==> src/rtl/snn_pkg.sv <==
// snn_pkg: shared state encoding and arithmetic helpers for the SNN layer
package snn_pkg;

  typedef enum logic {INTEGRATE = 1'b0, REFRACT = 1'b1} lif_state_e;

  function automatic int sum_w(input int n, input int w);
    return w + $clog2(n + 1);
  endfunction

  function automatic int sat_clamp(input int x, input int lo, input int hi);
    return x < lo ? lo : x > hi ? hi : x;
  endfunction

endpackage

==> src/rtl/syn_weighted_sum.sv <==
// syn_weighted_sum: combinational sum of the weights whose presynaptic spike is set
import snn_pkg::*;

module syn_weighted_sum #(
  parameter int N_IN    = 25,
  parameter int W_WIDTH = 4,
  parameter int SW      = sum_w(N_IN, W_WIDTH)
) (
  input  logic [N_IN-1:0]         spikes_i,
  input  logic [N_IN*W_WIDTH-1:0] weights_i,
  output logic [SW-1:0]           sum_o
);

  always_comb begin
    sum_o = '0;
    for (int i = 0; i < N_IN; i++)
      sum_o = sum_o + (spikes_i[i] ? SW'(weights_i[i*W_WIDTH +: W_WIDTH]) : SW'(0));
  end

endmodule

==> src/rtl/lif_neuron.sv <==
// lif_neuron: leaky integrate-and-fire neuron with clamped membrane, refractory period and spike counter
import snn_pkg::*;

module lif_neuron #(
  parameter int N_IN      = 25,
  parameter int W_WIDTH   = 4,
  parameter int V_WIDTH   = 8,
  parameter int K_WIDTH   = 5,
  parameter int REF_WIDTH = 4,
  parameter int SC_WIDTH  = 8
) (
  input  logic                    clk,
  input  logic                    reset,
  input  logic [N_IN-1:0]         spikes_in,
  input  logic [N_IN*W_WIDTH-1:0] weights,
  input  logic [K_WIDTH-1:0]      ksyn,
  input  logic [V_WIDTH-1:0]      vth,
  input  logic [V_WIDTH-1:0]      vrest,
  input  logic [V_WIDTH-1:0]      vleak,
  input  logic [REF_WIDTH-1:0]    t_ref,
  input  logic                    lat_inhibit,
  input  logic                    count_clr,
  output logic [V_WIDTH-1:0]      vmem,
  output logic                    out_spike,
  output logic                    refractory,
  output logic [SC_WIDTH-1:0]     spike_count
);

  localparam int SW = sum_w(N_IN, W_WIDTH);
  localparam int PW = SW + K_WIDTH;
  localparam int CW = V_WIDTH + PW + 1;

  lif_state_e           state_q;
  logic [V_WIDTH-1:0]   vmem_q;
  logic                 spike_q;
  logic [REF_WIDTH-1:0] ref_q;
  logic [SC_WIDTH-1:0]  cnt_q;
  logic [SW-1:0]        syn;
  logic [PW-1:0]        drive;
  logic signed [CW-1:0] vcand;
  logic [V_WIDTH-1:0]   vclamp_d;
  logic                 fire_d;
  logic [SC_WIDTH-1:0]  cnt_d;

  syn_weighted_sum #(.N_IN(N_IN), .W_WIDTH(W_WIDTH), .SW(SW)) u_sum (
    .spikes_i  (spikes_in),
    .weights_i (weights),
    .sum_o     (syn)
  );

  // Wide signed candidate so a large leak goes negative instead of wrapping
  always_comb begin
    drive    = PW'(syn) * PW'(ksyn);
    vcand    = $signed(CW'(vmem_q) + CW'(drive) - CW'(vleak));
    vclamp_d = V_WIDTH'(sat_clamp(int'(vcand), int'(vrest), (1 << V_WIDTH) - 1));
    fire_d   = state_q == INTEGRATE && !lat_inhibit && vclamp_d >= vth;
    cnt_d    = count_clr ? '0 : fire_d && cnt_q != '1 ? cnt_q + 1'b1 : cnt_q;
  end

  always_ff @(posedge clk) begin
    if (!reset) begin
      state_q <= INTEGRATE;
      vmem_q  <= vrest;
      spike_q <= 1'b0;
      ref_q   <= '0;
      cnt_q   <= '0;
    end else begin
      spike_q <= fire_d;
      cnt_q   <= cnt_d;
      vmem_q  <= state_q == INTEGRATE && !lat_inhibit && !fire_d ? vclamp_d : vrest;
      if (state_q == REFRACT) begin
        if (ref_q == '0) state_q <= INTEGRATE;
        else ref_q <= ref_q - 1'b1;
      end else if (fire_d && t_ref != '0) begin
        state_q <= REFRACT;
        ref_q   <= t_ref - 1'b1;
      end
    end
  end

  assign vmem        = vmem_q;
  assign out_spike   = spike_q;
  assign refractory  = state_q == REFRACT;
  assign spike_count = cnt_q;

endmodule

==> config.mk <==
export PLATFORM = sky130hd
export DESIGN_NAME = lif_neuron
export DESIGN_NICKNAME = d
export VERILOG_FILES = /design/src/rtl/snn_pkg.sv /design/src/rtl/syn_weighted_sum.sv /design/src/rtl/lif_neuron.sv
export SDC_FILE = /design/constraint.sdc
export NUM_CORES = 1
export LEC_CHECK = 0
export ABC_AREA = 1
export BUFFER_PORTS_ARGS = -buffer_cell sky130_fd_sc_hd__buf_4
export CAP_MARGIN = 20
export CELL_PAD_IN_SITES_DETAIL_PLACEMENT = 0
export CELL_PAD_IN_SITES_GLOBAL_PLACEMENT = 1
export CORE_MARGIN = 1
export CORE_UTILIZATION = 35
export CTS_CLUSTER_SIZE = 25
export DETAILED_ROUTE_END_ITERATION = 8
export GPL_TIMING_DRIVEN = 0
export PLACE_DENSITY_LB_ADDON = 0.1
export SYNTH_ARGS = -nofsm -noshare
export SYNTH_HDL_FRONTEND = slang
export SYNTH_SLANG_ARGS = --single-unit
==> constraint.sdc <==
create_clock -name clk -period 18.5 [get_ports clk]
set_clock_uncertainty 0.2 [all_clocks]
set_input_delay 3.7 -clock clk [delete_from_list [all_inputs] [get_ports clk]]
set_output_delay 3.7 -clock clk [all_outputs]
set_load 0.01 [all_outputs]
==> metrics.yaml, run 1 <==
finish:
  syn2layout_area_growth_pct: 25.17
  drive_gt1_frac: 0.1798
  n_antenna_cell: 0
  n_fill_cell: 2147
  layout_common_cells: "301 x inv_1, 259 x nand2_1, 178 x buf_4"
  final_common_cell: "inv_1"
  final_net_count: 1502
outcome:
  status: "finished clean"
setup_path:
  cpMostUsedCell: "fa_1"
  worst_ep_required_time_ns: 18.46
  cp_max_fo: 10
  reg2reg_slack_ns: 13.17
  slowest_delay_ns: 0.55
  r2r-end: "spike_count[4]$_SDFFE_PP0P_"
  cp_slowest_cell: "fa_1"
  reg2regPathDepth: 27
  r2r_start: "vmem[2]$_DFF_P_"
  arrival_ns: 15.05
  startpoint_type: "input pin"
  critPathCaptureType: "register"
  critPathKind: "in2reg"
die:
  die_h_um: 143.6
  start_util: 0.3592
  die_w_um: 143.6
  core_area_um2: 19530
  io_pins: 180
  row_count: 51
  die_area_um2: 20610
detailed_routing:
  via_per_inst: 4.226
  routed_wl_mm: 16.95
  drtPass1Iterations: 4
  vias: 5938
  ant_nets: 0
  wl_per_cell_um: 12.07
  drt_iter0_markers: 152
  drcViolationCount: 0
clocking:
  worstSkewPairLatency_ns: 0.26
  cts_sinks: 22
  hold_buffers: 0
  cts_buffer_depth: 2
  htreeDepth: 1
  root_buffer: "clkbuf_16"
  clkSlewWorstSetupHoldPaths_ns: 0.06
  postCtsSetupRepairBufs: 0
  numCtsBuffers: 3
  tritoncts: "done"
  ctsResizeCount: 0
sta:
  slew_viol_final: 0
  period_minus_slack_ns: 15.10
  hold_viol_final: 0
  setup_viol: 0
  slew_headroom: 0.6548
  final.period_utilization: 0.8160
  timing.setup.tns_ns: 0
  rsz0062_at_grt: "no"
  tightestPinTransition_ns: 0.5135
  fmax_mhz: 66.24
logic_synthesis:
  synth-edff-count: 0
  synth-async-reset-ratio: 0
  syn_avg_cell_area_um2: 7.313
  synthXorXnorAreaFrac: 0.01249
  synth.mux.area_fraction: 0.002855
  synthesis.area_um2: 7013
  ys_seq_area_frac: 0.06280
  yosys.area_share.adder: 0.4942
  synthCells: 959
  synth_warnings: 0
  synth-compound-area-share: 0.04050
  ys_types: 34
  synth_nets: 1320
  synth-simple-area-share: 0.2169
  synth-seq-cells: 22
  synth_ff_type: "dfxtp_1"
  synth_top_family_by_area: "adder cells"
global_routing:
  grt_pass1_vias: 5856
  grt_usage: 0.1722
  grt_pass1_wl_mm: 27.95
  gr-total-overflow: 0
  grt_start_max_net_pins: 14
  antenna_found_initial: 0
hold_path:
  min_to: "spike_count[1]$_SDFFE_PP0P_"
  min_path_type: "reg2reg"
  hold_depth: 2
  hold_start: "spike_count[1]$_SDFFE_PP0P_"
place:
  routabilityCongestion: 0.7978
  hpwlAfterDp_mm: 16.03
  port_buffers: 177
flow_run:
  maxCapViolations: 0
metrics by stage:
stage          area, um2  worst slack, ns  hold slack (ns)    util  instances
2_1_floorplan       7013            4.178           0.2950       -        959
3_3_place_gp        8673            3.065           0.2904  0.4442       1401
6_report            8778            3.404           0.2995  0.4496       1405
3_5_place_dp        8673            3.034           0.2883  0.4442       1401
4_1_cts             8778            3.280           0.2990  0.4496       1405
5_1_grt             8778            2.575           0.3383  0.4496       1405
kinds of logic after synthesis:
| group | Yosys count |
|---|---|
| compound gates | 53 |
| xor+xnor | 10 |
| fa+ha+maj | 199 |
| buf+inv | 311 |
| flops | 22 |
| mux | 2 |
| simple gates | 362 |
sequential cells by signal, indices dropped and copies added (netlist names):
name	count
refractory	1
out_spike	1
ref_q	4
vmem	8
spike_count	8
layer usage:
layer | vias to the layer above | GRT usage | share of wire
met5 | - | 0 | 0
met2 | 113 | 0.2695 | 0.45
met1 | 2689 | 0.2576 | 0.50
li1 | 3132 | - | -
met4 | 0 | 0.01232 | 0.0030
met3 | 4 | 0.02832 | 0.053
how the worst max path moves through the flow:
stage	from	end	slack (ns)	depth (start not counted)
6_report	spikes_in[22]	spike_count[4]$_SDFFE_PP0P_	3.40	53
5_1_grt	spikes_in[22]	spike_count[4]$_SDFFE_PP0P_	2.58	54
4_1_cts	spikes_in[22]	spike_count[4]$_SDFFE_PP0P_	3.28	53
3_5_place_dp	spikes_in[22]	spike_count[4]$_SDFFE_PP0P_	3.03	53
3_3_place_gp	spikes_in[22]	spike_count[4]$_SDFFE_PP0P_	3.06	53
2_1_floorplan	weights[90]	spike_count[4]$_SDFFE_PP0P_	4.18	52
final cells by class:
type                            instances  area (um2)  share of cell area
Clock buffer                            3       75.07            0.008552
Clock inverter                          1       30.03            0.003421
Sequential cell                        22       440.4             0.05017
Timing Repair Buffer                  177        1329              0.1514
Buffer                                  9       60.06            0.006842
Inverter                              302        1134              0.1291
Multi-Input combinational cell        626        5379              0.6127
Tap cell                              265       331.6             0.03777
synthesized netlist by cell type (5+ instances only):
library cell  number  area, um2
nand2_1          259      972.2
inv_1            301       1130
clkbuf_1           5      18.77
nand3_1           31      155.2
nand4_1            8      50.05
nand3_2            5      50.05
ha_1              69      863.3
fa_1             130       2603
xor2_1             6      52.55
dfxtp_1           22      440.4
o21ai_0           14      70.07
nor2_1            32      120.1
nand2_2            7      43.79
o21ai_1            7      35.03
a21oi_1           25      125.1
nor3_1             5      25.02
worst max-delay path, delay by kind of cell:
| family | cells | cell delay (ns) |
|---|---|---|
| xor gates and xnor gates | 1 | 0.23 |
| adders and majority gates | 16 | 7.14 |
| AOI/OAI and AO/OA | 8 | 0.98 |
| buffers and inverters | 10 | 0.84 |
| and+or+nand+nor | 18 | 2.13 |
Power of run 1 is left out: the tool's default activity adds up to more than one toggle a clock period on the data nets, which glitch-free logic cannot reach.
==> inputs of run 2 (changes only) <==
--- a/config.mk
+++ b/config.mk
@@ -5,7 +5,7 @@
 export SDC_FILE = /design/constraint.sdc
 export NUM_CORES = 1
 export LEC_CHECK = 0
-export ABC_AREA = 1
+export ABC_AREA = 0
 export BUFFER_PORTS_ARGS = -buffer_cell sky130_fd_sc_hd__buf_4
 export CAP_MARGIN = 20
 export CELL_PAD_IN_SITES_DETAIL_PLACEMENT = 0
==> constraint.sdc (replaced) <==
create_clock -name clk -period 12.55 [get_ports clk]
set_clock_uncertainty 0.2 [all_clocks]
set_input_delay 2.51 -clock clk [delete_from_list [all_inputs] [get_ports clk]]
set_output_delay 2.51 -clock clk [all_outputs]
set_load 0.01 [all_outputs]
==> metrics.yaml, run 2 <==
outcome:
  status: "finished with violations"  # was finished clean
  violations: "negative setup slack"
logic_synthesis:
  synthCells: 748  # was 959
  synthesis.area_um2: 6641  # was 7013 um2
  yosysTopAreaCell: "fa_1"  # unchanged
  synthTopCellsByArea: "fa_1 39%, ha_1 13%, inv_1 9.8%"  # was fa_1 37%, inv_1 16%, nand2_1 14%
  syn_avg_cell_area_um2: 8.879  # was 7.313 um2
  yosysTopAreaCellShare: 0.3919  # was 0.3711
  synth_ff_type: "dfxtp_1"  # unchanged
  ys_seq_area_frac: 0.06631  # was 0.06280
  synth-async-reset-ratio: 0  # unchanged
  ys_types: 51  # was 34
  synth_nets: 1109  # was 1320
  synth-seq-cells: 22  # unchanged
  synth_warnings: 0  # unchanged
  yosysMostFrequentCell: "inv_1"  # unchanged
  yosys-top-cells-count: "173 x inv_1, 130 x fa_1, 86 x nand2_1"  # was 301 x inv_1, 259 x nand2_1, 130 x fa_1
  synth-edff-count: 0  # unchanged
die:
  start_util: 0.3562  # was 0.3592
  io_pins: 180  # unchanged
  core_area_um2: 18640  # was 19530 um2
  die_h_um: 139.8  # was 143.6 um
  die_area_um2: 19530  # was 20610 um2
  row_count: 50  # was 51
  die_w_um: 139.8  # was 143.6 um
finish:
  seqCellArea_um2: 440.4  # unchanged
  final_common_cell: "buf_4"  # was inv_1
  n_antenna_cell: 0  # unchanged
  final_cell_area_um2: 9074  # was 8778 um2
  multi_input_area_um2: 6016  # was 5379 um2
  layout_common_cells: "190 x buf_4, 163 x inv_1, 122 x fa_1"  # was 301 x inv_1, 259 x nand2_1, 178 x buf_4
  layout.cells.non_filler: 1185  # was 1405
  drive_gt1_frac: 0.3155  # was 0.1798
  syn2layout_area_growth_pct: 36.62  # was 25.17%
  final_net_count: 1314  # was 1502
  n_fill_cell: 1822  # was 2147
place:
  routabilityCongestion: 0.8492  # was 0.7978
  post-place-ws_ns: -1.880  # was 3.034 ns
  dp.cells: 1158  # was 1401
  port_buffers: 176  # was 177
  hpwlAfterDp_mm: 14.91  # was 16.03 mm
  place_area_um2: 8439  # was 8673 um2
clocking:
  tritoncts: "done"  # unchanged
  clkSlewWorstSetupHoldPaths_ns: 0.06  # about the same
  cts_sinks: 22  # unchanged
  worstSkewPairLatency_ns: 0.26  # about the same
  htreeDepth: 1  # unchanged
  numCtsBuffers: 3  # unchanged
  root_buffer: "clkbuf_16"  # unchanged
  cts_buffer_depth: 2  # unchanged
detailed_routing:
  drt_iter0_markers: 122  # was 152
  drtPass1Iterations: 4  # unchanged
  ant_nets: 0  # unchanged
  wl_per_cell_um: 14.01  # was 12.07 um
  via_per_inst: 4.674  # was 4.226
  drcViolationCount: 0  # unchanged
  vias: 5539  # was 5938
  routed_wl_mm: 16.60  # was 16.95 mm
sta:
  timing.setup.tns_ns: -16.06  # was 0 ns
  fin_ws_ns: -0.9003  # was 3.404 ns
  slew_viol_final: 0  # unchanged
  fmax_mhz: 74.35
  setup_viol: 22  # was 0
  period_minus_slack_ns: 13.45
  rsz0062_at_grt: "yes"  # was no
  tightestPinTransition_ns: 0.4853  # was 0.5135 ns
  final.period_utilization: 1.072
  hold_viol_final: 0  # unchanged
  slew_headroom: 0.6681  # was 0.6548
global_routing:
  grt_pass1_vias: 6197  # was 5856
  gr-total-overflow: 0  # unchanged
  grt_usage: 0.1778  # was 0.1722
  grt_pass1_wl_mm: 28.33  # was 27.95 mm
  grt_start_max_net_pins: 12  # was 14
  antenna_found_initial: 0  # unchanged
hold_path:
  min_path_type: "reg2reg"  # unchanged
setup_path:
  slowest_delay_ns: 0.56  # was 0.55 ns
  cp_max_fo: 6  # was 10
  critPathKind: "in2reg"  # unchanged
  cpMostUsedCell: "fa_1"  # unchanged
  critPathCaptureType: "register"  # unchanged
  startpoint_type: "input pin"  # unchanged
  cp_slowest_cell: "fa_1"  # unchanged
  worst_ep_required_time_ns: 12.50  # was 18.46 ns
  reg2reg_slack_ns: 7.08  # was 13.17 ns
  arrival_ns: 13.40  # was 15.05 ns
flow_run:
  maxCapViolations: 0  # unchanged
-- run 2: cell types whose count changed after synthesis, moves of 7 or more --
cell,delta
xnor2_1,+8
nand3_1,-25
o32a_1,+8
nand2_2,-7
nand2_1,-173
nand2b_1,+10
o21ai_1,-7
inv_1,-128
and2_1,+70
o22a_1,+7
o211ai_1,+7
-- run 2: critical path: cells and delay by family --
kind                     cells  cell delay, ns
AO/OA/AOI/OAI               12            2.31
buffers and inverters        7            0.49
AND/OR/NAND/NOR              9            1.34
adder cells (fa/ha/maj)     15            6.55
XOR/XNOR                     1            0.19
-- run 2: cell families (layout without fill, tap and decap cells) --
family,count (synthesis),count (layout),synth area share
AND/OR/NAND/NOR,232,233,0.1803
XOR/XNOR,18,18,0.02374
flip-flops,22,22,0.06631
adder cells (fa/ha/maj),199,199,0.5219
multiplexers,6,6,0.009043
buffers and inverters,184,386,0.1042
AO/OA/AOI/OAI,87,87,0.09458
-- run 2: final timing paths --
kind / start / to / cells past startpoint
min reg2reg: spike_count[1]$_SDFFE_PP0P_ / spike_count[1]$_SDFFE_PP0P_ / 2
max: weights[66] / ref_q[3]$_SDFFE_PN0P_ / 44
min: spike_count[1]$_SDFFE_PP0P_ / spike_count[1]$_SDFFE_PP0P_ / 2
max reg2reg: vmem[2]$_DFF_P_ / ref_q[3]$_SDFFE_PN0P_ / 23
-- run 2: cell type report --
type / instances / area share
Multi-Input combinational cell: 543 / 0.6630
Tap cell: 234 / 0.03227
Timing Repair Buffer: 202 / 0.1731
Buffer: 8 / 0.003309
Sequential cell: 22 / 0.04854
Inverter: 173 / 0.07157
Clock buffer: 3 / 0.008274
-- run 2: per-layer routing --
layer | vias up | share of wire | global-route usage
li1 | 2745 | - | -
met1 | 2665 | 0.42 | 0.2206
met2 | 115 | 0.54 | 0.3363
met3 | 14 | 0.030 | 0.01893
met4 | 0 | 0.0097 | 0.02429
met5 | - | 0 | 0
-- run 2: timing repair --
action,in CTS,in global routing
setup endpoints to repair,22,22
pin swaps,57,30
buffers inserted,19,7
cloned,1,0
hold buffers,0,0
gates resized for setup,46,38
-- run 2: through the flow --
stage                     hold WS, ns    util
after floorplan                0.2745       -
after global placement         0.3014  0.4527
after detailed placement       0.3127  0.4527
after CTS                      0.3395  0.4760
after global routing           0.3643  0.4867
final                          0.3399  0.4867
Power of run 2 is left out for the same reason.
==> inputs of run 3 (changes only) <==
--- a/config.mk
+++ b/config.mk
@@ -12,6 +12,7 @@
 export CELL_PAD_IN_SITES_GLOBAL_PLACEMENT = 1
 export CORE_MARGIN = 1
 export CORE_UTILIZATION = 35
+export CTS_BUF_LIST = sky130_fd_sc_hd__clkbuf_8 sky130_fd_sc_hd__clkbuf_16
 export CTS_CLUSTER_SIZE = 25
 export DETAILED_ROUTE_END_ITERATION = 8
 export GPL_TIMING_DRIVEN = 0
==> constraint.sdc (replaced) <==
create_clock -name clk -period 14.3 [get_ports clk]
set_clock_uncertainty 0.2 [all_clocks]
set_input_delay 2.86 -clock clk [delete_from_list [all_inputs] [get_ports clk]]
set_output_delay 2.86 -clock clk [all_outputs]
set_load 0.01 [all_outputs]
==> metrics.yaml, run 3 (synthesized netlist as in run 2, its figures left out) <==
die:
  die_h_um: 139.8  # unchanged
  core_area_um2: 18640  # unchanged
  start_util: 0.3562  # unchanged
  io_pins: 180  # unchanged
  die_w_um: 139.8  # unchanged
  die_area_um2: 19530  # unchanged
  row_count: 50  # unchanged
clocking:
  root_buffer: "clkbuf_16"  # unchanged
  cts_buffer_depth: 2  # unchanged
  cts_sinks: 22  # unchanged
  hold_buffers: 0  # unchanged
  tritoncts: "done"  # unchanged
  clkSlewWorstSetupHoldPaths_ns: 0.06  # about the same
  htreeDepth: 1  # unchanged
  numCtsBuffers: 3  # unchanged
  worstSkewPairLatency_ns: 0.27  # was 0.26 ns
finish:
  n_fill_cell: 1837  # was 1822
  syn2layout_area_growth_pct: 34.82  # was 36.62%
  finish.utilization: 0.4803  # was 0.4867
  final_common_cell: "buf_4"  # unchanged
  final_net_count: 1315  # was 1314
  drive_gt1_frac: 0.2854  # was 0.3155
  final_cell_area_um2: 8954  # was 9074 um2
  n_antenna_cell: 0  # unchanged
  layout_common_cells: "201 x buf_4, 168 x inv_1, 126 x fa_1"  # was 190 x buf_4, 163 x inv_1, 122 x fa_1
sta:
  holdWs_ns: 0.3211  # was 0.3399 ns
  rsz0062_at_grt: "yes"  # unchanged
  hold_viol_final: 0  # unchanged
  slew_headroom: 0.5873  # was 0.6681
  period_minus_slack_ns: 13.88
  final.period_utilization: 0.9708
  setup_viol: 0  # was 22
  fmax_mhz: 72.03
  slew_viol_final: 0  # unchanged
  tightestPinTransition_ns: 0.6175  # was 0.4853 ns
detailed_routing:
  via_per_inst: 4.710  # was 4.674
  vias: 5591  # was 5539
  wl_per_cell_um: 13.96  # was 14.01 um
  drt_iter0_markers: 87  # was 122
  ant_nets: 0  # unchanged
  drtPass1Iterations: 4  # unchanged
  routed_wl_mm: 16.58  # was 16.60 mm
  route.met3.wl_um: 503  # was 504 um
  top_layer: "met4"  # unchanged
  drt-met1-wl_mm: 7.102  # was 7.048 mm
  met2WireLength_mm: 8.935  # was 8.885 mm
  drcViolationCount: 0  # unchanged
setup_path:
  critPathCaptureType: "register"  # unchanged
  reg2reg_slack_ns: 8.88  # was 7.08 ns
  worst_ep_required_time_ns: 14.25  # was 12.50 ns
  critPathKind: "in2reg"  # unchanged
  slowest_delay_ns: 0.60  # was 0.56 ns
  cpMostUsedCell: "fa_1"  # unchanged
  r2r-end: "ref_q[3]$_SDFFE_PN0P_"  # unchanged
  cp_slowest_cell: "fa_2"  # was fa_1
  cp_max_fo: 8  # was 6
  r2r_start: "vmem[2]$_DFF_P_"  # unchanged
  reg2regPathDepth: 22  # was 23
  startpoint_type: "input pin"  # unchanged
  arrival_ns: 13.84  # was 13.40 ns
global_routing:
  grt_pass1_vias: 6061  # was 6197
  grt_usage: 0.1747  # was 0.1778
  gr-total-overflow: 0  # unchanged
  grt_start_max_net_pins: 14  # was 12
  antenna_found_initial: 0  # unchanged
  grt_pass1_wl_mm: 27.91  # was 28.33 mm
place:
  hpwlAfterDp_mm: 14.78  # was 14.91 mm
  port_buffers: 176  # unchanged
  routabilityCongestion: 0.8135  # was 0.8492
  place_area_um2: 8259  # was 8439 um2
outcome:
  status: "finished clean"  # was finished with violations
hold_path:
  hold_depth: 2  # unchanged
  hold_start: "ref_q[2]$_SDFFE_PN0P_"  # was spike_count[1]$_SDFFE_PP0P_
  min_path_type: "reg2reg"  # unchanged
  min_to: "ref_q[2]$_SDFFE_PN0P_"  # was spike_count[1]$_SDFFE_PP0P_
flow_run:
  maxCapViolations: 0  # unchanged
-- run 3: worst max path at each step --
stage / endpoint / slack [ns] / cells after the start / from
global placement: vmem[2]$_DFF_P_ / -1.28 / 47 / spikes_in[2]
global route: ref_q[2]$_SDFFE_PN0P_ / -0.1 / 43 / weights[10]
detailed placement: vmem[3]$_DFF_P_ / -1.37 / 47 / spikes_in[22]
CTS: ref_q[3]$_SDFFE_PN0P_ / 0.008 / 43 / spikes_in[0]
floorplan: vmem[0]$_DFF_P_ / 0.04 / 46 / weights[90]
finish: ref_q[3]$_SDFFE_PN0P_ / 0.42 / 42 / weights[10]
-- run 3: layer usage --
metal  global-route usage  up-vias
li1                     -     2745
met1               0.2132     2727
met2               0.3395      115
met3              0.01789        4
met4              0.01446        0
met5                    0        -
-- run 3: what timing repair did --
action / 4_1_cts / 5_1_grt
setup endpoints to repair: 22 / 22
buffers inserted: 14 / 16
gates cloned: 0 / 0
gates resized for setup: 37 / 48
pin swaps: 24 / 67
-- run 3: final cells by class --
type                    instances  area [um2]  share of cell area
multi-input cells             542        5893              0.6582
repair buffers                204        1543              0.1723
inverters                     173       649.4             0.07253
flip-flops and latches         22       440.4             0.04919
well taps                     234       292.8             0.03270
clock buffers                   3       75.07            0.008385
clock inverters                 1       30.03            0.003354
plain buffers                   8       30.03            0.003354
-- run 3: critical path: cells and delay by family --
kind                     cells  cell delay (ns)
AO/OA/AOI/OAI               12             2.55
XOR/XNOR                     1             0.16
adder cells (fa/ha/maj)     15             6.70
buffers and inverters        9             0.76
AND/OR/NAND/NOR              5             0.80
-- run 3: through the flow --
stage / setup slack [ns] / setup TNS, ns / std cells
global placement: -1.279 / -20.61 / 1158
floorplan: 0.03687 / 0 / 748
global route: -0.09685 / -0.2833 / 1187
finish: 0.4173 / 0 / 1187
detailed placement: -1.369 / -22.72 / 1158
CTS: 0.008120 / 0 / 1174
Power of run 3 is left out for the same reason.
